### config.mk
export PLATFORM = sky130hd
export DESIGN_NAME = ddr_lane_dly_seq
export DESIGN_NICKNAME = d
export VERILOG_FILES = /design/src/rtl/ddr_lane_dly_seq.sv
export SDC_FILE = /design/constraint.sdc
export NUM_CORES = 1
export LEC_CHECK = 0
export BUFFER_PORTS_ARGS = -buffer_cell sky130_fd_sc_hd__buf_2
export CORE_MARGIN = 2
export CORE_UTILIZATION = 40
export DETAILED_ROUTE_END_ITERATION = 8
export GPL_TIMING_DRIVEN = 0
export HOLD_SLACK_MARGIN = 0.06
export PLACE_DENSITY_LB_ADDON = 0.05
export SLEW_MARGIN = 20
export SYNTH_ARGS = -nofsm -noshare
export SYNTH_HDL_FRONTEND = slang
export SYNTH_SLANG_ARGS = --single-unit
### constraint.sdc
create_clock -name FAB_CLK -period 3 [get_ports FAB_CLK]
set_clock_uncertainty 0.05 [all_clocks]
set_input_delay 0.3 -clock FAB_CLK [delete_from_list [all_inputs] [get_ports FAB_CLK]]
set_output_delay 0.3 -clock FAB_CLK [all_outputs]
set_load 0.005 [all_outputs]
### src/rtl/ddr_lane_dly_seq.sv
`default_nettype none
// ============================================================================
// Module   : ddr_lane_dly_seq
// Purpose  : Delay-line sequencer for NUM_LANES DDR PHY byte lanes. Accepts
//            tap-adjust commands over a valid/ready handshake, brackets each
//            adjustment with an HS_IO_CLK_PAUSE window, issues LOAD/MOVE/
//            DIRECTION pulses to the selected lane controller, tracks a
//            per-lane tap count and aborts on delay-line out-of-range.
// Ports    : FAB_CLK/RESET        - fabric clock, synchronous active-high reset
//            CMD_VALID/CMD_READY  - command handshake (READY only in IDLE)
//            CMD_LANE/OP/STEPS    - target lane, opcode, INC/DEC step count
//            DONE/DONE_ERR        - completion pulse and its error flag
//            BUSY                 - high outside IDLE
//            DELAY_LINE_*         - per-lane LOAD/MOVE/DIRECTION pulses
//            HS_IO_CLK_PAUSE      - per-lane pause request
//            DELAY_LINE_OUT_OF_RANGE - per-lane range flag from lane controller
//            TAP_COUNT            - packed per-lane tap counts
// Options  : DDR_LANE_DLY_SEQ_BROADCAST_EN - CMD_LANE all-ones drives all lanes
// Revision : 1.0 - initial release
// ============================================================================
module ddr_lane_dly_seq #(
    parameter int NUM_LANES  = 4,
    parameter int TAP_W      = 8,
    parameter int PAUSE_PRE  = 2,
    parameter int PAUSE_POST = 2,
    parameter int LANE_W     = $clog2(NUM_LANES) + 1
) (
    input  logic                       FAB_CLK,
    input  logic                       RESET,
    input  logic                       CMD_VALID,
    output logic                       CMD_READY,
    input  logic [LANE_W-1:0]          CMD_LANE,
    input  logic [1:0]                 CMD_OP,
    input  logic [TAP_W-1:0]           CMD_STEPS,
    output logic                       DONE,
    output logic                       DONE_ERR,
    output logic                       BUSY,
    output logic [NUM_LANES-1:0]       DELAY_LINE_LOAD,
    output logic [NUM_LANES-1:0]       DELAY_LINE_MOVE,
    output logic [NUM_LANES-1:0]       DELAY_LINE_DIRECTION,
    output logic [NUM_LANES-1:0]       HS_IO_CLK_PAUSE,
    input  logic [NUM_LANES-1:0]       DELAY_LINE_OUT_OF_RANGE,
    output logic [NUM_LANES*TAP_W-1:0] TAP_COUNT
);

    localparam logic [2:0] S_IDLE  = 3'd0;
    localparam logic [2:0] S_CHECK = 3'd1;
    localparam logic [2:0] S_PRE   = 3'd2;
    localparam logic [2:0] S_ACT   = 3'd3;
    localparam logic [2:0] S_GAP   = 3'd4;
    localparam logic [2:0] S_POST  = 3'd5;
    localparam logic [2:0] S_FIN   = 3'd6;

    localparam logic [1:0] OP_LOAD = 2'b00;
    localparam logic [1:0] OP_INC  = 2'b01;
    localparam logic [1:0] OP_DEC  = 2'b10;
    localparam logic [1:0] OP_RSVD = 2'b11;

    // Wait-counter reload values: the counter counts down to zero, so the
    // state is held (value + 1) cycles.
    localparam logic [3:0] PRE_LD  = 4'((PAUSE_PRE  > 0) ? PAUSE_PRE  - 1 : 0);
    localparam logic [3:0] POST_LD = 4'((PAUSE_POST > 0) ? PAUSE_POST - 1 : 0);

    // A zero-length post window skips POST entirely so pause drops on FIN.
    localparam logic [2:0] S_AFTER = (PAUSE_POST == 0) ? S_FIN : S_POST;

    localparam logic [TAP_W:0] TAP_MAX = {1'b0, {TAP_W{1'b1}}};

    logic [2:0]           state_q, state_d;
    logic [LANE_W-1:0]    lane_q, lane_d;
    logic [1:0]           op_q, op_d;
    logic [TAP_W-1:0]     steps_q, steps_d;
    logic [3:0]           wait_q, wait_d;
    logic                 err_q, err_d;
    logic                 ready_q;
    logic [NUM_LANES-1:0] dir_q, dir_d;
    logic [TAP_W-1:0]     tap_q [NUM_LANES];
    logic [TAP_W-1:0]     tap_d [NUM_LANES];

    logic                 w_bcast;
    logic [NUM_LANES-1:0] w_mask;
    logic                 w_range_bad;
    logic                 w_reject;
    logic                 w_oor;
    logic                 w_active;

`ifdef DDR_LANE_DLY_SEQ_BROADCAST_EN
    assign w_bcast = &lane_q;
`else
    assign w_bcast = 1'b0;
`endif

    // Lanes touched by the captured command; empty for an invalid lane.
    always_comb begin
        w_mask = '0;
        for (int i = 0; i < NUM_LANES; i++) begin
            w_mask[i] = w_bcast || (lane_q == LANE_W'(i));
        end
    end

    // Range check against every selected lane (worst case for broadcast).
    always_comb begin
        w_range_bad = 1'b0;
        for (int i = 0; i < NUM_LANES; i++) begin
            if (w_mask[i]) begin
                if ((op_q == OP_INC) && (({1'b0, tap_q[i]} + {1'b0, steps_q}) > TAP_MAX)) begin
                    w_range_bad = 1'b1;
                end
                if ((op_q == OP_DEC) && (steps_q > tap_q[i])) begin
                    w_range_bad = 1'b1;
                end
            end
        end
    end

    assign w_reject = (w_mask == '0) || (op_q == OP_RSVD) || w_range_bad;
    assign w_oor    = |(DELAY_LINE_OUT_OF_RANGE & w_mask);

    always_comb begin
        state_d = state_q;
        lane_d  = lane_q;
        op_d    = op_q;
        steps_d = steps_q;
        wait_d  = wait_q;
        err_d   = err_q;
        dir_d   = dir_q;
        tap_d   = tap_q;

        case (state_q)
            S_IDLE: begin
                if (CMD_VALID && ready_q) begin
                    lane_d  = CMD_LANE;
                    op_d    = CMD_OP;
                    steps_d = CMD_STEPS;
                    err_d   = 1'b0;
                    state_d = S_CHECK;
                end
            end
            S_CHECK: begin
                if (w_reject) begin
                    err_d   = 1'b1;
                    state_d = S_FIN;
                end else if ((op_q != OP_LOAD) && (steps_q == '0)) begin
                    state_d = S_FIN;
                end else begin
                    for (int i = 0; i < NUM_LANES; i++) begin
                        if (w_mask[i]) begin
                            dir_d[i] = (op_q != OP_DEC);
                        end
                    end
                    wait_d  = PRE_LD;
                    state_d = (PAUSE_PRE == 0) ? S_ACT : S_PRE;
                end
            end
            S_PRE: begin
                if (wait_q == 4'd0) begin
                    state_d = S_ACT;
                end else begin
                    wait_d = wait_q - 4'd1;
                end
            end
            S_ACT: begin
                // The pulse in this cycle is issued regardless of the range
                // flag, so the count always follows it.
                for (int i = 0; i < NUM_LANES; i++) begin
                    if (w_mask[i]) begin
                        if (op_q == OP_LOAD) begin
                            tap_d[i] = '0;
                        end else if (op_q == OP_INC) begin
                            tap_d[i] = tap_q[i] + TAP_W'(1);
                        end else begin
                            tap_d[i] = tap_q[i] - TAP_W'(1);
                        end
                    end
                end
                if (op_q != OP_LOAD) begin
                    steps_d = steps_q - TAP_W'(1);
                end
                if (w_oor) begin
                    err_d = 1'b1;
                end
                if ((op_q == OP_LOAD) || w_oor) begin
                    wait_d  = POST_LD;
                    state_d = S_AFTER;
                end else begin
                    state_d = S_GAP;
                end
            end
            S_GAP: begin
                if (w_oor) begin
                    err_d   = 1'b1;
                    wait_d  = POST_LD;
                    state_d = S_AFTER;
                end else if (steps_q == '0) begin
                    wait_d  = POST_LD;
                    state_d = S_AFTER;
                end else begin
                    state_d = S_ACT;
                end
            end
            S_POST: begin
                if (wait_q == 4'd0) begin
                    state_d = S_FIN;
                end else begin
                    wait_d = wait_q - 4'd1;
                end
            end
            S_FIN: begin
                state_d = S_IDLE;
            end
            default: begin
                state_d = S_IDLE;
            end
        endcase
    end

    always_ff @(posedge FAB_CLK) begin
        if (RESET) begin
            state_q <= S_IDLE;
            lane_q  <= '0;
            op_q    <= '0;
            steps_q <= '0;
            wait_q  <= '0;
            err_q   <= 1'b0;
            ready_q <= 1'b0;
            dir_q   <= '0;
            for (int i = 0; i < NUM_LANES; i++) begin
                tap_q[i] <= '0;
            end
        end else begin
            state_q <= state_d;
            lane_q  <= lane_d;
            op_q    <= op_d;
            steps_q <= steps_d;
            wait_q  <= wait_d;
            err_q   <= err_d;
            // Registered so READY stays low during reset and rises one
            // cycle after release.
            ready_q <= (state_d == S_IDLE);
            dir_q   <= dir_d;
            for (int i = 0; i < NUM_LANES; i++) begin
                tap_q[i] <= tap_d[i];
            end
        end
    end

    assign w_active = (state_q == S_PRE) || (state_q == S_ACT) ||
                      (state_q == S_GAP) || (state_q == S_POST);

    assign CMD_READY            = ready_q;
    assign BUSY                 = (state_q != S_IDLE);
    assign DONE                 = (state_q == S_FIN);
    assign DONE_ERR             = (state_q == S_FIN) && err_q;
    assign HS_IO_CLK_PAUSE      = w_active ? w_mask : '0;
    assign DELAY_LINE_LOAD      = ((state_q == S_ACT) && (op_q == OP_LOAD)) ? w_mask : '0;
    assign DELAY_LINE_MOVE      = ((state_q == S_ACT) && (op_q != OP_LOAD)) ? w_mask : '0;
    assign DELAY_LINE_DIRECTION = dir_q;

    generate
        for (genvar g = 0; g < NUM_LANES; g++) begin : g_tap
            assign TAP_COUNT[g*TAP_W +: TAP_W] = tap_q[g];
        end
    endgenerate

endmodule
`default_nettype wire

### Word-level counts from Yosys, hierarchy flattened

Cells that the tools add are included.

* $add $sub $neg: 14
* $lt $le $gt $ge: 8
* equal/unequal tests: 22
* multiplexer cells: 46
* bitwise operators: 3
* reductions and logical operators: 46

Operator list (number)
* two-way mux 8 bit: 10
* subtractor 8 x 1 -> 8 bit, second input constant: 5
* adder 8 x 8 -> 9 bit: 4
* > comparator 9 x 8 -> 1 bit, second input constant: 4
* two-way mux 4 bit: 9
* adder 8 x 1 -> 8 bit, second input constant: 4
* > comparator 8 bit: 4
* two-way mux 3 bit: 7
* AND reduction 4 bit: 5
* one-hot mux 3 bit (6 select lines): 1
* two-way mux 1 bit: 16
* inequality test 2 bit, second input constant: 8
* one-hot mux 4 bit (4 select lines): 1
* one-hot mux 8 bit (2 select lines): 1
* logical AND 1 bit: 13
* == test 3 x 2 -> 1 bit, second input constant: 4
* AND reduction 2 bit: 5
* == test 3 bit, second input constant: 3
* zero test 3 bit: 3
* zero test 4 bit: 2
* zero test 8 bit: 1
* == test 3 x 1 -> 1 bit, second input constant: 2
* logical OR 1 bit: 6
* AND reduction 6 bit: 1
* 15 further kinds: 20

* bits in registers: 58
* input bits: 20
* output and inout bits: 52
* word-level logic and storage cells: 154

### Depth between registers and ports, before layout

Gate-level depths: netlist (run 1).

* depth after elaboration: 19
* gate-level depth with buffers: 10
* depth with buffers taken out: 10

### Worst setup path before layout (run 1)

No wires, ideal clock.

* kind: flip-flop to flip-flop
* from: reg op_q[1]
* to: reg tap_q, in the netlist TAP_COUNT[30]
* setup time: 0.101 ns
* arrival time: 2.796 ns
* data required time: 2.849 ns
* path slack: 0.053 ns
* stages on the path, launching flop included: 11
* buffers on the path: 0
* clock period less this slack: 2.947 ns
* cells stage by stage: dfxtp_1 > nand2b_1 > clkinv_1 > fa_1 > nor2b_1 > o21a_1 > nor2_1 > o21bai_1 > a21oi_1 > xor2_1 > o41ai_1

* longest elaborated chain between the ends: 3
* elaborated cells between the ends (all ways): 4
* classes of those cells: eq/ne (1); mux (2); reduce/logical (1)

RTL lines
* start, declared: line 71 `logic [1:0] op_q, op_d;`
* start signal, assigned: line 233 `op_q <= op_d;`
* == test 2 x 1 -> 1 bit: line 169 `end else if (op_q == OP_INC) begin`
* two-way mux 8 bit: line 169
* two-way mux 8 bit (*): line 167 `if (op_q == OP_LOAD) begin`
* end signal, assigned by index: line 242 `tap_q[i] <= tap_d[i];`
* end, declared: line 77 `logic [TAP_W-1:0] tap_q [NUM_LANES];`

Mark *: on every way between the ends. The rest lies on a longest branch, timed or not.
A chain may end at the register's enable or synchronous reset.

### Worst setup path in the final report (run 1)

* from: reg state_q[0]
* to: out DELAY_LINE_LOAD[3]

* longest elaborated chain between the ends: 3

RTL lines
* start, declared: line 69 `logic [2:0] state_q, state_d;`
* start signal, assigned: line 231 `state_q <= state_d;`
* == test 3 x 2 -> 1 bit: line 255 `assign DELAY_LINE_LOAD = ((state_q == S_ACT) && (op_q == OP_LOAD)) ? w_mask : '0;`
* logical AND 1 bit: line 255
* two-way mux 4 bit: line 255
* end, declared: line 38 `output logic [NUM_LANES-1:0] DELAY_LINE_LOAD,`

No other way between the ends.

==> results of run 1 <==
## layout make-up
type / count / area (µm²)
Inverter: 53 / 200
Fill cell: 1344 / 6850
Tap cell: 176 / 220
Clock inverter: 5 / 77.6
Buffer: 22 / 95.1
Timing Repair Buffer: 72 / 365
Sequential cell: 58 / 1170
Clock buffer: 11 / 243
Multi-Input combinational cell: 516 / 3920
## layer usage
layer | track usage | up-vias | share of wire
met5 | 0 | - | 0
met4 | 0.0765 | 0 | 0.017
met3 | 0.0287 | 16 | 0.035
met2 | 0.389 | 108 | 0.47
met1 | 0.317 | 2427 | 0.48
li1 | - | 2519 | -
## worst min path at each step
stage,endpoint,slack [ns],cells after the start,start
finish,lane_q[1],0.15,3,CMD_LANE[1]
detailed placement,DELAY_LINE_DIRECTION[2],0.41,2,DELAY_LINE_DIRECTION[2]
global route,op_q[0],0.17,3,CMD_OP[0]
floorplan,lane_q[0],0.40,2,CMD_LANE[0]
CTS,lane_q[1],0.14,3,CMD_LANE[1]
global placement,DELAY_LINE_DIRECTION[2],0.41,2,DELAY_LINE_DIRECTION[2]
## flip-flops by register name, indices dropped and copies added (netlist names)
| signal | cells |
|---|---|
| state_q | 3 |
| CMD_READY | 1 |
| DELAY_LINE_DIRECTION | 4 |
| lane_q | 3 |
| steps_q | 8 |
| op_q | 2 |
| TAP_COUNT | 32 |
| err_q | 1 |
| wait_q | 4 |
## worst min-delay path, stage by stage
cell     delay, ns
buf_2         0.07
mux2i_1       0.05
nor2_1        0.08
## per-stage QoR
| stage | cell area [µm²] | instances | hold slack [ns] |
|---|---|---|---|
| 3_3_place_gp | 5900 | 894 | 0.406 |
| 6_report | 6290 | 913 | 0.148 |
| 5_1_grt | 6290 | 913 | 0.172 |
| 3_5_place_dp | 5910 | 894 | 0.410 |
| 4_1_cts | 6240 | 910 | 0.142 |
| 2_1_floorplan | 5330 | 648 | 0.397 |
## placed cells by master, fill, tap and decap left out, types with 10 or more instances in the layout
cell      instances
ha_1             87
nor2_1           83
buf_2            73
a21oi_1          54
dfxtp_1          52
inv_1            52
nand2_1          23
nor3_1           23
o21ai_0          21
nor2b_1          19
mux2i_1          16
clkbuf_1         15
nand3_1          11
a22oi_1          11
nand4_1          10
## report_power, final
part,switching [mW],leakage (nW),internal [mW],total (mW)
Combinational,0.877,2.23,0.594,1.47
Clock,0.401,0.156,0.747,1.15
Sequential,0.161,0.472,0.850,1.01
Total,1.44,2.86,2.19,3.63
## cells by family after synthesis
group	Yosys count	share of synthesized area
buffers and inverters	75	0.0552
adders and majority gates	95	0.234
AOI/OAI and AO/OA	167	0.217
DFF	58	0.218
muxes	20	0.0406
xor gates and xnor gates	15	0.0246
and+or+nand+nor	218	0.210
## timing repair
action,4_1_cts,5_1_grt
setup endpoints to repair,26,14
gates cloned,0,1
pin swaps,1,3
gates resized for setup,6,7
setup buffers,0,2
endpoints found under the hold margin,0,0
==> impl_metrics.env, run 1 <==
export IMPL_outcome="completed"
export IMPL_ctsHtreeMaxLevel=3
export IMPL_vias=5070
export IMPL_synth_seq_cells=58
export IMPL_wirelength_mm=16.4
export IMPL_worstPathMaxFanout=10
export IMPL_p_per_area_mw_per_mm2=577
export IMPL_first_iter_violations=330
export IMPL_r2r_start="steps_q[0]"
export IMPL_cp_end_kind="primary output"
export IMPL_yosysMostFrequentCell="ha_1"
export IMPL_setup_viol=0
export IMPL_max_freq_mhz=353
export IMPL_rsz0062_at_grt="false"
export IMPL_peakVddDrop_v=0.000314
export IMPL_cp_start_kind="register"
export IMPL_ctsHoldBuffers=0
export IMPL_relSlewSlack=0.405
export IMPL_grt_max_degree=28
export IMPL_cp_slowest_stage_delay_ns=0.50
export IMPL_portBuffers=70
export IMPL_crit_type="reg -> out"
export IMPL_synth_main_ff_cell="dfxtp_1"
export IMPL_syn_to_final_growth_pct=18.0
export IMPL_syn_nets=763
export IMPL_p_total_mw=3.63
export IMPL_drive_gt1_frac=0.171
export IMPL_synth_common_cells="87 x ha_1, 84 x nor2_1, 58 x dfxtp_1, 54 x a21oi_1, 52 x inv_1"
export IMPL_cts_buffers=9
export IMPL_finalHoldViolCount=0
export IMPL_ys_top_cells_by_area="dfxtp_1 22%, ha_1 20%, nor2_1 5.9%, a21oi_1 5.1%, inv_1 3.7%"
export IMPL_grt_pass1_vias=4980
export IMPL_synth_edff_count=0
export IMPL_antenna_left=0
export IMPL_clkSinkCount=58
export IMPL_syn_area_mm2=0.00533
export IMPL_rr_worst_depth=10
export IMPL_ios=72
export IMPL_ys_types=75
export IMPL_grt_use_total=0.235
export IMPL_cp_data_arrival_time_ns=2.48
export IMPL_worst_path_most_repeated_cell="clkbuf_1"
export IMPL_critPathLaunch="state_q[0]"
export IMPL_antennaDiodeCount=0
export IMPL_start_util=0.406
export IMPL_p_leak_nw=2.86
export IMPL_drv_cap=0
export IMPL_dr_pass1_iters=4
export IMPL_final_util=0.479
export IMPL_period_needed_ns=2.83
export IMPL_report_final_slew_viol_count=0
export IMPL_via_per_inst=5.55
export IMPL_overflow=0
export IMPL_die_x_um=119
export IMPL_critPathSlowestCell="clkbuf_1"
export IMPL_synth_top_area_cell="dfxtp_1"
export IMPL_clock_latency_ns=0.34
export IMPL_cts_tree="built"
export IMPL_grt_pass1_wl_mm=25.8
export IMPL_worstSetupEndpoint="DELAY_LINE_LOAD[3]"
export IMPL_synthArstFlopShare=0
export IMPL_drc=0
export IMPL_cts_path_max_buffers=2
export IMPL_worst_pin_slew_ns=0.885
export IMPL_antenna_found_initial=0
export IMPL_place_ws_ns=-0.520
export IMPL_cts_clk_slew_worst_paths_ns=0.05
export IMPL_avgSynthCellArea_um2=8.23
export IMPL_cp_required_ns=2.65
export IMPL_crit_path_cell_trace="and2b_1 -> nand2_1 -> clkbuf_1 -> or2_2 -> clkbuf_1 -> nor2_1 -> buf_2"
export IMPL_wl_per_cell_um=18.0
export IMPL_yosysTopAreaCellShare=0.218
export IMPL_hold_class="in -> reg"
export IMPL_core_area_mm2=0.0131
export IMPL_clock_root_buffer="clkbuf_16"
export IMPL_hpwlAfterDp_mm=12.0
export IMPL_fp_row_count=42
export IMPL_post_route_period_util=0.944
export IMPL_r2r_slack_ns=0.21
export IMPL_rr_endpoint="CMD_READY"
export IMPL_path_buf_inv=3
export IMPL_synth_seq_area_share=0.218
export IMPL_ys_warnings_count=0
export IMPL_cp_depth=7
export IMPL_nets=847
export IMPL_crit_family="buffers and inverters"
export IMPL_dieArea_mm2=0.0143
export IMPL_gp_congestion=0.823
export IMPL_synthCells=648
export IMPL_tns_ns=0
export IMPL_final_setup_worst_slack_ns=0.169
export IMPL_die_h_um=119
(Power assumes the default switching activity.)
==> run 2, diff against run 1 <==
Settings changed: PLACE_DENSITY set to 0.72, PLACE_DENSITY_LB_ADDON 0.05 to not set.
==> impl_metrics.env, run 2 (same netlist as run 1, synthesis figures left out) <==
export IMPL_die_x_um=119
export IMPL_cp_start_kind="register"
export IMPL_wl_per_cell_um=16.7
export IMPL_antennaDiodeCount=0
export IMPL_cp_data_arrival_time_ns=3.06
export IMPL_hold_class="in -> reg"
export IMPL_grt_pass1_vias=4833
export IMPL_grt_use_total=0.220
export IMPL_fp_row_count=42
export IMPL_cts_clk_slew_worst_paths_ns=0.06
export IMPL_final_setup_worst_slack_ns=0.127
export IMPL_vias=5031
export IMPL_portBuffers=70
export IMPL_report_final_slew_viol_count=0
export IMPL_overflow=0
export IMPL_r2r_start="steps_q[4]"
export IMPL_setup_viol=0
export IMPL_ctsHtreeMaxLevel=3
export IMPL_r2r_slack_ns=0.13
export IMPL_die_h_um=119
export IMPL_wirelength_mm=15.2
export IMPL_core_area_mm2=0.0131
export IMPL_largest_register_ffs=32
export IMPL_clkSinkCount=58
export IMPL_p_leak_nw=2.85
export IMPL_seqCellArea_mm2=0.00117
export IMPL_post_route_period_util=0.958
export IMPL_multi_input_area_mm2=0.00390
export IMPL_rr_worst_depth=8
export IMPL_crit_type="reg -> reg"
export IMPL_outcome="completed"
export IMPL_antenna_found_initial=0
export IMPL_cp_required_ns=3.18
export IMPL_cts_buffers=9
export IMPL_syn_to_final_growth_pct=17.1
export IMPL_final_util=0.475
export IMPL_max_freq_mhz=348
export IMPL_start_util=0.406
export IMPL_antenna_left=0
export IMPL_clock_latency_ns=0.35
export IMPL_cts_tree="built"
export IMPL_grt_pass1_wl_mm=24.6
export IMPL_drv_cap=0
export IMPL_hold_worst_slack_ns=0.151
export IMPL_dr_pass1_iters=5
export IMPL_place_ws_ns=-0.355
export IMPL_dieArea_mm2=0.0143
export IMPL_final_common_cell="ha_1"
export IMPL_drc=0
export IMPL_layout_common_cells="87 x ha_1, 83 x nor2_1, 73 x buf_2, 54 x dfxtp_1, 54 x a21oi_1"
export IMPL_ios=72
export IMPL_relSlewSlack=0.497
export IMPL_rr_endpoint="wait_q[0]"
export IMPL_num_fill_cells=1308
export IMPL_worst_pin_slew_ns=0.748
export IMPL_via_per_inst=5.52
export IMPL_worstPathMaxFanout=13
export IMPL_cts_path_max_buffers=2
export IMPL_hpwlAfterDp_mm=11.0
export IMPL_rsz0062_at_grt="false"
export IMPL_post_cts_setup_buffers=0
export IMPL_peakVddDrop_v=0.000318
export IMPL_finalHoldViolCount=0
export IMPL_gp_congestion=0.912
export IMPL_cp_end_kind="register"
export IMPL_period_needed_ns=2.87
export IMPL_drive_gt1_frac=0.163
export IMPL_critPathLaunch="steps_q[4]"
export IMPL_nets=845
export IMPL_clock_root_buffer="clkbuf_16"
export IMPL_p_total_mw=3.53
export IMPL_p_per_area_mw_per_mm2=567
export IMPL_grt_max_degree=28
export IMPL_worstSetupEndpoint="wait_q[0]"
export IMPL_first_iter_violations=312
run 2: cell type report:
class | instances | area share
Clock buffer | 11 | 0.0405
Multi-Input combinational cell | 516 | 0.625
Tap cell | 176 | 0.0353
Buffer | 22 | 0.0152
Inverter | 53 | 0.0321
Timing Repair Buffer | 70 | 0.0561
Sequential cell | 58 | 0.187
Clock inverter | 5 | 0.00842
run 2: worst min-delay path by stage:
stage / startpoint / end / slack, ns / cells past startpoint
4_1_cts: CMD_LANE[0] / lane_q[0] / 0.15 / 3
2_1_floorplan: CMD_LANE[0] / lane_q[0] / 0.40 / 2
3_3_place_gp: DELAY_LINE_DIRECTION[2] / DELAY_LINE_DIRECTION[2] / 0.40 / 2
5_1_grt: CMD_LANE[0] / lane_q[0] / 0.17 / 3
6_report: CMD_LANE[0] / lane_q[0] / 0.15 / 3
3_5_place_dp: DELAY_LINE_DIRECTION[3] / DELAY_LINE_DIRECTION[3] / 0.40 / 2
run 2: per-stage QoR:
stage                     TNS, ns  std cells  instance area, µm²
after floorplan                 0        648                5330
after detailed placement    -1.43        894                5900
after global placement     -18.32        894                5900
final                           0        911                6240
after CTS                       0        910                6220
after global routing            0        911                6240
run 2: repair_timing:
item,in CTS,in global routing
hold buffers,0,0
gates resized for setup,3,5
endpoints found under the setup margin,14,12
cloned,0,1
pin swaps,0,1
run 2: power by group:
| part | leakage (nW) | total (mW) | internal (mW) | switching [mW] |
|---|---|---|---|---|
| combinational | 2.23 | 1.45 | 0.584 | 0.863 |
| clock | 0.151 | 1.08 | 0.683 | 0.398 |
| sequential | 0.471 | 1.01 | 0.849 | 0.157 |
run 2: metal layers:
layer / vias up / global-route usage / share of wire
li1: 2520 / - / -
met3: 24 / 0.0503 / 0.058
met5: - / 0 / 0
met2: 152 / 0.360 / 0.45
met4: 0 / 0.0647 / 0.015
met1: 2335 / 0.289 / 0.47
run 2: worst max-delay path, stage by stage, from the launching register on:
cell and delay (ns):
dfxtp_1 0.72, ha_1 0.37, nor2_1 0.12, o311ai_1 0.13, a2111oi_1 0.63, a211oi_2 0.14
nand4_2 0.22, nor2_1 0.06, o311a_1 0.32
